**src/rtl/dram_responder_pkg.sv**
```systemverilog
// Shared types and default parameters for the DRAM-to-SRAM responder.
package dram_responder_pkg;

  localparam int ADDR_W_DEF      = 8;
  localparam int SYNC_STAGES_DEF = 2;
  localparam int ACCESS_CYC_DEF  = 2;
  localparam int WR_CYC_DEF      = 2;

  typedef enum logic [2:0] {
    IDLE,
    ROW_OPEN,
    RD_WAIT,
    RD_DRIVE,
    WR_PULSE,
    COL_HOLD
  } state_t;

endpackage

```
**src/rtl/dram_responder_strobe_sync.sv**
```systemverilog
// Preset-high synchroniser for one active-low strobe, with single-cycle
// fall/rise pulses derived from the synchronised level.
module strobe_sync #(
  parameter int STAGES = 2
) (
  input  logic clk,
  input  logic rst_n,
  input  logic din,
  output logic level,
  output logic fall,
  output logic rise
);

  logic [STAGES-1:0] chain;
  logic              prev;

  always_ff @(posedge clk or negedge rst_n) begin
    if (!rst_n) begin
      chain <= '1;
      prev  <= 1'b1;
    end else begin
      chain[0] <= din;
      for (int i = 1; i < STAGES; i++) chain[i] <= chain[i-1];
      prev <= chain[STAGES-1];
    end
  end

  assign level = chain[STAGES-1];
  assign fall  = prev & ~level;
  assign rise  = ~prev & level;

endmodule

```
**src/rtl/dram_responder.sv**
```systemverilog
// Emulates a multiplexed-address DRAM bank on top of an async SRAM: row on
// RAS fall, column on each CAS fall, one SRAM read or write per CAS cycle.
module dram_responder
  import dram_responder_pkg::*;
#(
  parameter int ADDR_W      = ADDR_W_DEF,
  parameter int SYNC_STAGES = SYNC_STAGES_DEF,
  parameter int ACCESS_CYC  = ACCESS_CYC_DEF,
  parameter int WR_CYC      = WR_CYC_DEF
) (
  input  logic                  CLK_n,
  input  logic                  RESET_n,
  input  logic                  RAS_n,
  input  logic                  CAS_n,
  input  logic                  WE_n,
  input  logic [ADDR_W-1:0]     MA,
  input  logic [7:0]            D_IN,
  output logic [7:0]            D_OUT,
  output logic                  D_OE,
  output logic [2*ADDR_W-1:0]   SRAM_A,
  input  logic [7:0]            SRAM_DQ_IN,
  output logic [7:0]            SRAM_DQ_OUT,
  output logic                  SRAM_OE_n,
  output logic                  SRAM_WE_n,
  output logic                  TIMING_ERR
);

  localparam logic [7:0] ACC_LAST = 8'(ACCESS_CYC - 1);
  localparam logic [7:0] WR_LAST  = 8'(WR_CYC - 1);

  logic ras_lvl, ras_fall, ras_rise;
  logic cas_lvl, cas_fall, cas_rise;
  logic we_lvl;

  strobe_sync #(.STAGES(SYNC_STAGES)) u_ras_sync (
    .clk(CLK_n), .rst_n(RESET_n), .din(RAS_n),
    .level(ras_lvl), .fall(ras_fall), .rise(ras_rise)
  );

  strobe_sync #(.STAGES(SYNC_STAGES)) u_cas_sync (
    .clk(CLK_n), .rst_n(RESET_n), .din(CAS_n),
    .level(cas_lvl), .fall(cas_fall), .rise(cas_rise)
  );

  strobe_sync #(.STAGES(SYNC_STAGES)) u_we_sync (
    .clk(CLK_n), .rst_n(RESET_n), .din(WE_n),
    .level(we_lvl), .fall(), .rise()
  );

  state_t                state, state_nx;
  logic [ADDR_W-1:0]     row, row_nx;
  logic [7:0]            cnt, cnt_nx;
  logic [2*ADDR_W-1:0]   sram_a_nx;
  logic [7:0]            dq_out_nx, d_out_nx;
  logic                  oe_n_nx, we_n_nx, d_oe_nx, err_nx;

  always_comb begin
    state_nx  = state;
    row_nx    = row;
    cnt_nx    = cnt;
    sram_a_nx = SRAM_A;
    dq_out_nx = SRAM_DQ_OUT;
    d_out_nx  = D_OUT;
    oe_n_nx   = SRAM_OE_n;
    we_n_nx   = SRAM_WE_n;
    d_oe_nx   = D_OE;
    err_nx    = TIMING_ERR;

    case (state)
      IDLE: begin
        // A CAS fall here, even together with RAS, is CAS-before-RAS.
        if (cas_fall) begin
          err_nx = 1'b1;
        end else if (ras_fall) begin
          row_nx   = MA;
          state_nx = ROW_OPEN;
        end
      end

      ROW_OPEN: begin
        if (ras_rise) begin
          state_nx = IDLE;
          if (cas_fall) err_nx = 1'b1;
        end else if (cas_fall) begin
          sram_a_nx = {row, MA};
          cnt_nx    = 8'd0;
          if (!we_lvl) begin
            dq_out_nx = D_IN;
            we_n_nx   = 1'b0;
            state_nx  = WR_PULSE;
          end else begin
            oe_n_nx  = 1'b0;
            state_nx = RD_WAIT;
          end
        end
      end

      RD_WAIT: begin
        // Any strobe rise before data capture is a premature end of cycle.
        if (ras_rise || cas_rise) begin
          oe_n_nx  = 1'b1;
          d_oe_nx  = 1'b0;
          err_nx   = 1'b1;
          state_nx = ras_rise ? IDLE : ROW_OPEN;
        end else if (cnt == ACC_LAST) begin
          d_out_nx = SRAM_DQ_IN;
          d_oe_nx  = 1'b1;
          oe_n_nx  = 1'b1;
          state_nx = RD_DRIVE;
        end else begin
          cnt_nx = cnt + 8'd1;
        end
      end

      RD_DRIVE: begin
        if (ras_rise) begin
          d_oe_nx  = 1'b0;
          state_nx = IDLE;
          if (!cas_lvl) err_nx = 1'b1;
        end else if (cas_rise) begin
          d_oe_nx  = 1'b0;
          state_nx = ROW_OPEN;
        end
      end

      WR_PULSE: begin
        // The pulse always runs its full width; strobe levels pick the exit.
        if (ras_rise && !cas_lvl) err_nx = 1'b1;
        if (cnt == WR_LAST) begin
          we_n_nx = 1'b1;
          if (ras_lvl)      state_nx = IDLE;
          else if (cas_lvl) state_nx = ROW_OPEN;
          else              state_nx = COL_HOLD;
        end else begin
          cnt_nx = cnt + 8'd1;
        end
      end

      COL_HOLD: begin
        if (ras_rise) begin
          state_nx = IDLE;
          if (!cas_lvl) err_nx = 1'b1;
        end else if (cas_rise) begin
          state_nx = ROW_OPEN;
        end
      end

      default: state_nx = IDLE;
    endcase
  end

  always_ff @(posedge CLK_n or negedge RESET_n) begin
    if (!RESET_n) begin
      state       <= IDLE;
      cnt         <= 8'd0;
      SRAM_A      <= '0;
      SRAM_DQ_OUT <= 8'd0;
      D_OUT       <= 8'd0;
      SRAM_OE_n   <= 1'b1;
      SRAM_WE_n   <= 1'b1;
      D_OE        <= 1'b0;
      TIMING_ERR  <= 1'b0;
    end else begin
      state       <= state_nx;
      cnt         <= cnt_nx;
      SRAM_A      <= sram_a_nx;
      SRAM_DQ_OUT <= dq_out_nx;
      D_OUT       <= d_out_nx;
      SRAM_OE_n   <= oe_n_nx;
      SRAM_WE_n   <= we_n_nx;
      D_OE        <= d_oe_nx;
      TIMING_ERR  <= err_nx;
    end
  end

  // The latched row is only meaningful after a RAS fall, so it needs no reset.
  always_ff @(posedge CLK_n) begin
    row <= row_nx;
  end

endmodule

```
**config.mk**
```make
export PLATFORM = sky130hd
export DESIGN_NAME = dram_responder
export DESIGN_NICKNAME = d
export VERILOG_FILES = /design/src/rtl/dram_responder_pkg.sv /design/src/rtl/dram_responder_strobe_sync.sv /design/src/rtl/dram_responder.sv
export SDC_FILE = /design/constraint.sdc
export NUM_CORES = 1
export LEC_CHECK = 0
export CORE_ASPECT_RATIO = 1.75
export CORE_UTILIZATION = 35
export CTS_BUF_LIST = sky130_fd_sc_hd__clkbuf_4 sky130_fd_sc_hd__clkbuf_8
export DETAILED_ROUTE_END_ITERATION = 10
export DONT_BUFFER_PORTS = 1
export GPL_TIMING_DRIVEN = 0
export PLACE_DENSITY_LB_ADDON = 0.05
export SETUP_SLACK_MARGIN = 0.5
export SLEW_MARGIN = 40
export SYNTH_ARGS = -nofsm -noshare
export SYNTH_HDL_FRONTEND = slang
export SYNTH_HIERARCHICAL = 1
export SYNTH_SLANG_ARGS = --single-unit
```
**constraint.sdc**
```tcl
create_clock -name CLK_n -period 5.6 [get_ports CLK_n]
set_input_delay 0.84 -clock CLK_n [delete_from_list [all_inputs] [get_ports CLK_n]]
set_output_delay 0.84 -clock CLK_n [all_outputs]
set_load 0.02 [all_outputs]
```
* After elaboration in Yosys (flattened, before gate mapping) *
Cells that the tools add are included.

cells by class
  reduce and logical (&&, ||, !) cells = 20
  add/subtract/negate cells = 1
  multiplexer cells = 40
  eq/ne operators = 23
  bitwise gates (word level) = 12

operators with widths
  kind                 number
  $mux 3               12
  $mux 8               4
  $pmux 8 s3           1
  $ne 2x2->1 const B   11
  $mux 1               18
  $pmux 3 s5           1
  $reduce_and 3->1     4
  $reduce_and 6->1     2
  $reduce_and 5->1     2
  $ne 3x3->1 const B   3
  $add 8x1->8 const B  1
  $eq 8x1->1 const B   1
  $not 1->1            8
  $reduce_and 4->1     2
  $eq 3x2->1 const B   2
  $eq 3x3->1 const B   2
  $pmux 1 s2           3
  $reduce_bool 2->1    3
  $pmux 1 s5           1
  $reduce_bool 5->1    1
  $and 1x1->1          4
  $ne 2x1->1 const B   2
  $eq 3x1->1 const B   1
  $logic_not 3->1      1
  6 further kinds      6

word-level totals
  word-level logic and storage cells = 111
  bits of input ports = 29
  output and inout port bits = 36
  register bits = 63

* Depth between registers and ports, before layout *
Gate-level depths: netlist of the first run.

  word-level depth = 5
  depth in mapped cells = 6
  mapped depth without buffers = 6

* Modules after synthesis *
Netlist of the first run, hierarchy kept.

modules (own cells, without submodules)
  module          seq. area each (um2)  area an instance (um2)  cells an instance  times used
  dram_responder  1418.9                2507.4                  188                1
  strobe_sync     78.8                  93.8                    5                  3

* Worst setup path before layout of the first run *
OpenSTA, ideal clock, no wires.

  path kind = register -> register
  start point = register u_cas_sync.chain[1]
  end point = register row[0], enable pin
  path slack = 3.590 ns
  setup time = 0.395 ns
  clock period less this slack = 2.010 ns
  cell stages (with the launch flop) = 4
  data arrival time = 1.615 ns
  cell sequence = dfstp_2 -> nor2b_1 -> nand2b_1 -> nor4_1

between the ends
  longest elaborated chain between the ends = 4

RTL lines
  item                        RTL line                          text
  from (decl)                 dram_responder_strobe_sync.sv:14  logic [STAGES-1:0] chain;
  from (signal assigned)      dram_responder_strobe_sync.sv:19  chain <= '1;
  $not 1->1                   dram_responder_strobe_sync.sv:29  assign fall = prev & ~level;
  $and 1x1->1                 dram_responder_strobe_sync.sv:29
  named net cas_fall          dram_responder.sv:32              logic cas_lvl, cas_fall, cas_rise;
  $not 1->1 (no line)         n/a
  $reduce_and 3->1 (no line)  n/a
  to (signal assigned)        dram_responder.sv:178             row <= row_nx;
  to (decl)                   dram_responder.sv:51              logic [ADDR_W-1:0] row, row_nx;

The timed path passes the listed nets, and every way through them passes these cells.
A chain may end at the register's enable or synchronous reset.

* Final worst setup path of the first run *
  start point = register u_ras_sync.prev
  end point = register SRAM_DQ_OUT[4]

between the ends
  longest elaborated chain between the ends = 4

RTL lines
  item                        RTL line                          text
  from (decl)                 dram_responder_strobe_sync.sv:15  logic prev;
  from (signal assigned)      dram_responder_strobe_sync.sv:24  prev <= chain[STAGES-1];
  $not 1->1                   dram_responder_strobe_sync.sv:30  assign rise = ~prev & level;
  $and 1x1->1                 dram_responder_strobe_sync.sv:30
  named net ras_rise          dram_responder.sv:31              logic ras_lvl, ras_fall, ras_rise;
  $not 1->1 (no line)         n/a
  $reduce_and 4->1 (no line)  n/a
  to (signal assigned)        dram_responder.sv:167             SRAM_DQ_OUT <= dq_out_nx;
  to (decl)                   dram_responder.sv:22              output logic [7:0] SRAM_DQ_OUT,

The timed path passes the listed nets, and every way through them passes these cells.

==> results.tsv, run 1 <==
stage	metric	value	unit
critical_path	WP data arrival	2.47	ns
sta	Final min period	2.27	ns
sta	worst slew pin tran	0.582	ns
sta	Total Neg Setup Slack	0	ns
critical_path	R2R depth	5	
critical_path	Worst Path Class, Setup	reg2reg	
finish	most frequent cells in the layout	dfrtp_1, mux2_1, dfstp_2, clkbuf_8, mux2_4	
detailed_routing	Routed WL per cell	18.4	um
floorplanning	Die W	69.0	um
grt	GR Util met2	26.0	%
grt	first-pass GRT wire length	9.04	mm
power	Clock power frac	20.7	%
sta	Slew Limit Fails	0	
critical_path	Worst setup EP type	flop	
sta	PnR worst setup slack	3.33	ns
clocking	worst skew pair latency	0.33	ns
clocking	clk root buf	clkbuf_8	
outcome	outcome	completed	
grt	total track usage	15.5	%
floorplanning	core area	7570	um^2
synth	Post-Syn Instances	200	
critical_path	data required time of the critical path	5.81	ns
grt	initial antenna violation count	0	
placement	post-DP HPWL	4.16	mm
sta	Worst Skew	0.00734	ns
clocking	htree depth	3	
clocking	CTS tree	done	
sta	Slew headroom	60.9	%
critical_path	CP Launch Type	flop	
floorplanning	I/O pins	65	
grt	vias in the first global route	1796	
grt	Overflow after GRT	0	
floorplanning	die height	119	um
sta	Fmax	441	MHz
hold_path	Worst Hold Class	in2async	
power	Max rail drop VDD	0.000220	V
finish	# diodes	0	
detailed_routing	DRC	0	
power	Leak	0.00125	uW
floorplanning	die area	8220	um^2
power	Reg power frac	53.6	%
synth	Avg Cell Area, Syn	13.7	um^2
synth	Yosys warnings	6	
detailed_routing	Post-DRT Antenna Nets	0	
clocking	# Post-CTS Setup Buffers	0	
critical_path	Reg-to-Reg Start	u_ras_sync/prev	
detailed_routing	Post-Route WL	5.60	mm
floorplanning	initial core utilization	36.3	%
placement	IO Port Bufs	0	
critical_path	crit path cell chain	and2b_2 > and2b_1 > nand3_2 > nor2_4 > mux2_1	
detailed_routing	first-pass iteration count of the detailed router	4	
power	internal power	1010	uW
power	total power	1660	uW
power	switching component of the power	647	uW
grt	largest net degree at the start of global routing	56	
clocking	clk buf depth	2	
sta	fin crit share	40.5	%
floorplanning	Core Rows	42	
placement	Placer Congestion	0.832	
critical_path	r2r setup slk	3.33	ns
finish	most common cell after layout, fill and taps aside	dfrtp_1	
clocking	CTS Buf Count	9	
clocking	CTS sink cnt	63	
critical_path	critical-path maximum fanout	9	
grt	GRT busiest layer	met2	
critical_path	Critical-path top delay cell	dfstp_2	
synth	Post-Syn Area	2750	um^2
flow_run	Max-Cap Viols	0	
power	sw frac	39.1	%
sta	Setup Viol. Count Final	0	
placement	dpl ws	3.27	ns
detailed_routing	detailed-route via count	1638	
placement	cell area after placement	2870	um^2
finish	Area Overhead vs Synth	10.8	%
synth	synthesized net count	231	
clocking	hold buffers post-CTS	0	
clocking	CTS clk-pin slew, worst paths	0.07	ns
clocking	post-CTS sizing	0	
detailed_routing	initial DRC count	37	
finish	nets	243	
finish	layout cells sized above 1	23.5	%
finish	Layout Cell Area excl Fill	3040	um^2
grt	met1 Usage GRT	16.2	%
power	PwrDens	544	nW/um^2
critical_path	Slowest Stage Delay on Critical Path	0.52	ns
critical_path	r2r endpoint	SRAM_DQ_OUT[4]	
sta	RSZ-0062 raised after global routing	false	
power	Comb pwr share	25.7	%
detailed_routing	vias per cell	5.37	
sta	Fin. Hold Viols	0	
grt	met3 usage	4.60	%
final cells by class:
class | instances | area [um^2]
sequential | 63 | 1630
clock buffer | 12 | 153
buffer | 8 | 33.8
inverter | 5 | 18.8
timing repair buffer | 1 | 5.00
tap | 88 | 110
multi-input combinational | 124 | 1070
clock inverter | 4 | 22.5
fill | 755 | 4520
per-layer routing:
| metal | part of all wire [%] | wire length, um |
|---|---|---|
| met1 | 37 | 2050 |
| met2 | 56 | 3120 |
| met3 | 4.8 | 271 |
| met4 | 2.8 | 154 |
| met5 | 0 | 0 |
stage by stage:
step           hold WS, ns  instances  utilization (%)
2_1_floorplan        0.345        200                -
3_3_place_gp         0.346        288             37.8
3_5_place_dp         0.348        289             37.9
4_1_cts              0.169        305             40.2
5_1_grt              0.162        305             40.2
6_report             0.196        305             40.2
worst max-delay path by stage:
stage	slack (ns)	end	startpoint
floorplan	3.59	row[0]	u_cas_sync/chain[1]
global placement	3.02	row[0]	u_cas_sync/chain[1]
detailed placement	3.27	SRAM_DQ_OUT[4]	u_ras_sync/prev
CTS	3.26	SRAM_DQ_OUT[4]	u_ras_sync/prev
global route	3.23	SRAM_DQ_OUT[4]	u_ras_sync/prev
finish	3.33	SRAM_DQ_OUT[4]	u_ras_sync/prev
power by group through the flow:
stage	Clock, uW	Sequential, uW	Combinational, uW
2_1_floorplan	0	865	349
3_3_place_gp	0	898	418
3_5_place_dp	0	901	430
4_1_cts	361	893	433
5_1_grt	380	916	475
6_report	343	888	426
state kept, by name (all words and copies together), names as in the netlist, 2 cells and up:
name              cells
SRAM_A               16
u_we_sync/chain       2
SRAM_DQ_OUT           8
u_cas_sync/chain      2
row                   8
D_OUT                 8
u_ras_sync/chain      2
state                 3
cnt                   8
critical path: cells and delay by family, from the launching register on:
family | cells | cell delay [ns]
AND/OR/NAND/NOR | 4 | 1.26
multiplexers | 1 | 0.36
flip-flops | 1 | 0.52
No activity file was read; power rests on OpenSTA's default activity.
==> inputs of run 2 (changes only) <==
clock period = 2 ns   (was 5.6 ns; I/O delays follow)
==> run 2 against run 1 <==
The run now ends with hold timing left. Sequential cell count unchanged. Cell count increased by 11%. Clock power increased to 2.8 times the previous value. Sequential share of layout area decreased by 9.6 points. Count of clock-buffer cells in the layout unchanged. Via count increased by 12%. Register-to-register slack got worse by 3.3 ns. Non-clock buffer count increased by 32. Global-route usage increased by 1.0 points. Clock skew about the same. Sequential power increased to 2.8 times the previous value. Critical path type unchanged. Largest power group unchanged. Highest routed layer unchanged.
==> results.tsv, run 2 (synthesis results as in run 1) <==
stage	metric	value	unit
finish	most frequent cells in the layout	dfrtp_1, mux2_4, buf_4, buf_6	
floorplanning	die height	119	um
critical_path	CP Buf/Inv Count	0	
finish	most common cell after layout, fill and taps aside	dfrtp_1	
detailed_routing	Post-DRT Antenna Nets	0	
sta	Setup Viol. Count Final	0	
floorplanning	Die W	69.0	um
critical_path	CP top delay family	simple AND/OR/NAND/NOR gates	
grt	initial antenna violation count	0	
critical_path	CP endpoint	state[2]	
critical_path	Worst Setup SP	u_ras_sync/prev	
sta	Slew headroom	54.8	%
outcome	outcome	finished with violations	
critical_path	WP data arrival	2.16	ns
finish	# diodes	0	
grt	Overflow after GRT	0	
critical_path	Slowest Stage Delay on Critical Path	0.53	ns
clocking	clk root buf	clkbuf_8	
finish	Area Overhead vs Synth	35.1	%
grt	first-pass GRT wire length	9.78	mm
clocking	CTS sink cnt	63	
sta	PnR worst setup slack	0.0618	ns
power	Leak	0.00160	uW
grt	largest net degree at the start of global routing	56	
detailed_routing	Routed WL per cell	19.2	um
placement	IO Port Bufs	0	
flow_run	Max-Cap Viols	0	
detailed_routing	Post-Route WL	6.50	mm
floorplanning	I/O pins	65	
sta	worst hold margin	-0.346	ns
placement	post-DP HPWL	4.13	mm
finish	Biggest register	SRAM_A	
outcome	failing checks	hold timing	
power	Max rail drop VDD	0.000500	V
sta	Fmax	516	MHz
floorplanning	core area	7570	um^2
placement	dpl ws	-0.227	ns
detailed_routing	DRC	0	
sta	Final min period	1.94	ns
clocking	htree depth	3	
clocking	CTS clk-pin slew, worst paths	0.07	ns
sta	Fin. Hold Viols	55	
finish	nets	277	
clocking	CTS tree	done	
detailed_routing	vias per cell	5.42	
sta	Slew Limit Fails	0	
clocking	hold buffers post-CTS	3	
clocking	clk buf depth	2	
critical_path	critical-path maximum fanout	4	
grt	vias in the first global route	1966	
finish	fill count	694	
critical_path	Worst setup EP type	flop	
floorplanning	initial core utilization	36.3	%
sta	Worst Skew	0.00763	ns
critical_path	Reg-to-Reg Start	u_ras_sync/prev	
finish	layout cells sized above 1	51.8	%
detailed_routing	first-pass iteration count of the detailed router	4	
hold_path	Worst Hold Class	in2async	
sta	Total Neg Setup Slack	0	ns
sta	worst slew pin tran	0.676	ns
critical_path	r2r setup slk	0.06	ns
sta	fin crit share	96.9	%
finish	max reg flops	16	
critical_path	crit path cell chain	and2b_4 > and2b_2 > or3b_4 > o211ai_4 > mux2_4	
sta	RSZ-0062 raised after global routing	true	
floorplanning	Core Rows	42	
placement	cell area after placement	2900	um^2
clocking	worst skew pair latency	0.34	ns
finish	Layout Cell Area excl Fill	3710	um^2
power	PwrDens	1460	nW/um^2
floorplanning	die area	8220	um^2
critical_path	data required time of the critical path	2.22	ns
critical_path	cell count along the critical path	5	
grt	total track usage	16.5	%
critical_path	R2R depth	5	
placement	Placer Congestion	0.828	
clocking	CTS Buf Count	9	
detailed_routing	initial DRC count	110	
critical_path	Worst Path Class, Setup	reg2reg	
critical_path	CP Launch Type	flop	
detailed_routing	detailed-route via count	1838	
critical_path	Critical-path top delay cell	dfstp_2	
critical_path	r2r endpoint	state[2]	
## run 2: cell types whose count changed in the layout (fill, tap and decap cells not counted), moves of 3 or more
cell	change
mux2_1	-24
mux2_4	+24
buf_4	+15
buf_6	+12
clkbuf_1	-5
buf_8	+3
dlygate4sd3_1	+3
## run 2: final cells by class
type,instances,area [um^2],area share [%]
inverter,5,18.8,0.506
clock inverter,4,22.5,0.607
buffer,8,71.3,1.92
sequential,63,1630,43.9
timing repair buffer,33,342,9.20
multi-input combinational,126,1370,36.8
tap,88,110,2.97
clock buffer,12,153,4.11
## run 2: timing repair
action	4_1_cts	5_1_grt
gates cloned	2	1
endpoints found under the setup margin	55	55
gates resized for setup	40	43
endpoints found under the hold margin	58	55
pin swaps	7	13
buffers inserted	19	10
## run 2: metrics by stage
step	hold WS, ns	total power [uW]	util [%]	instances
detailed placement	0.00557	3740	38.3	288
floorplan	0.00441	3430	-	200
global route	-0.378	5760	49.0	339
finish	-0.346	5440	49.0	339
global placement	0.00565	3690	38.3	288
CTS	-0.370	5150	45.6	328
## run 2: worst min path at each step
stage	from	to	slack, ns	cells after the start
floorplan	RESET_n	D_OE	0.004	0
global placement	RESET_n	SRAM_A[1]	0.006	0
detailed placement	RESET_n	SRAM_A[9]	0.006	0
CTS	RESET_n	SRAM_A[11]	-0.37	0
global route	RESET_n	D_OUT[7]	-0.38	0
finish	RESET_n	D_OUT[0]	-0.35	0
## run 2: power breakdown
group	leakage [uW]	switching, uW	internal (uW)
logic	0.000781	847	1120
registers	0.000729	754	1750
clock network	0.0000930	463	504
## run 2: routing by layer
layer	up-vias	wire length, um	GRT usage (%)
li1	835	-	-
met1	947	2250	16.7
met2	41	3760	28.6
met3	15	282	4.50
met4	0	204	9.57
met5	-	0	0
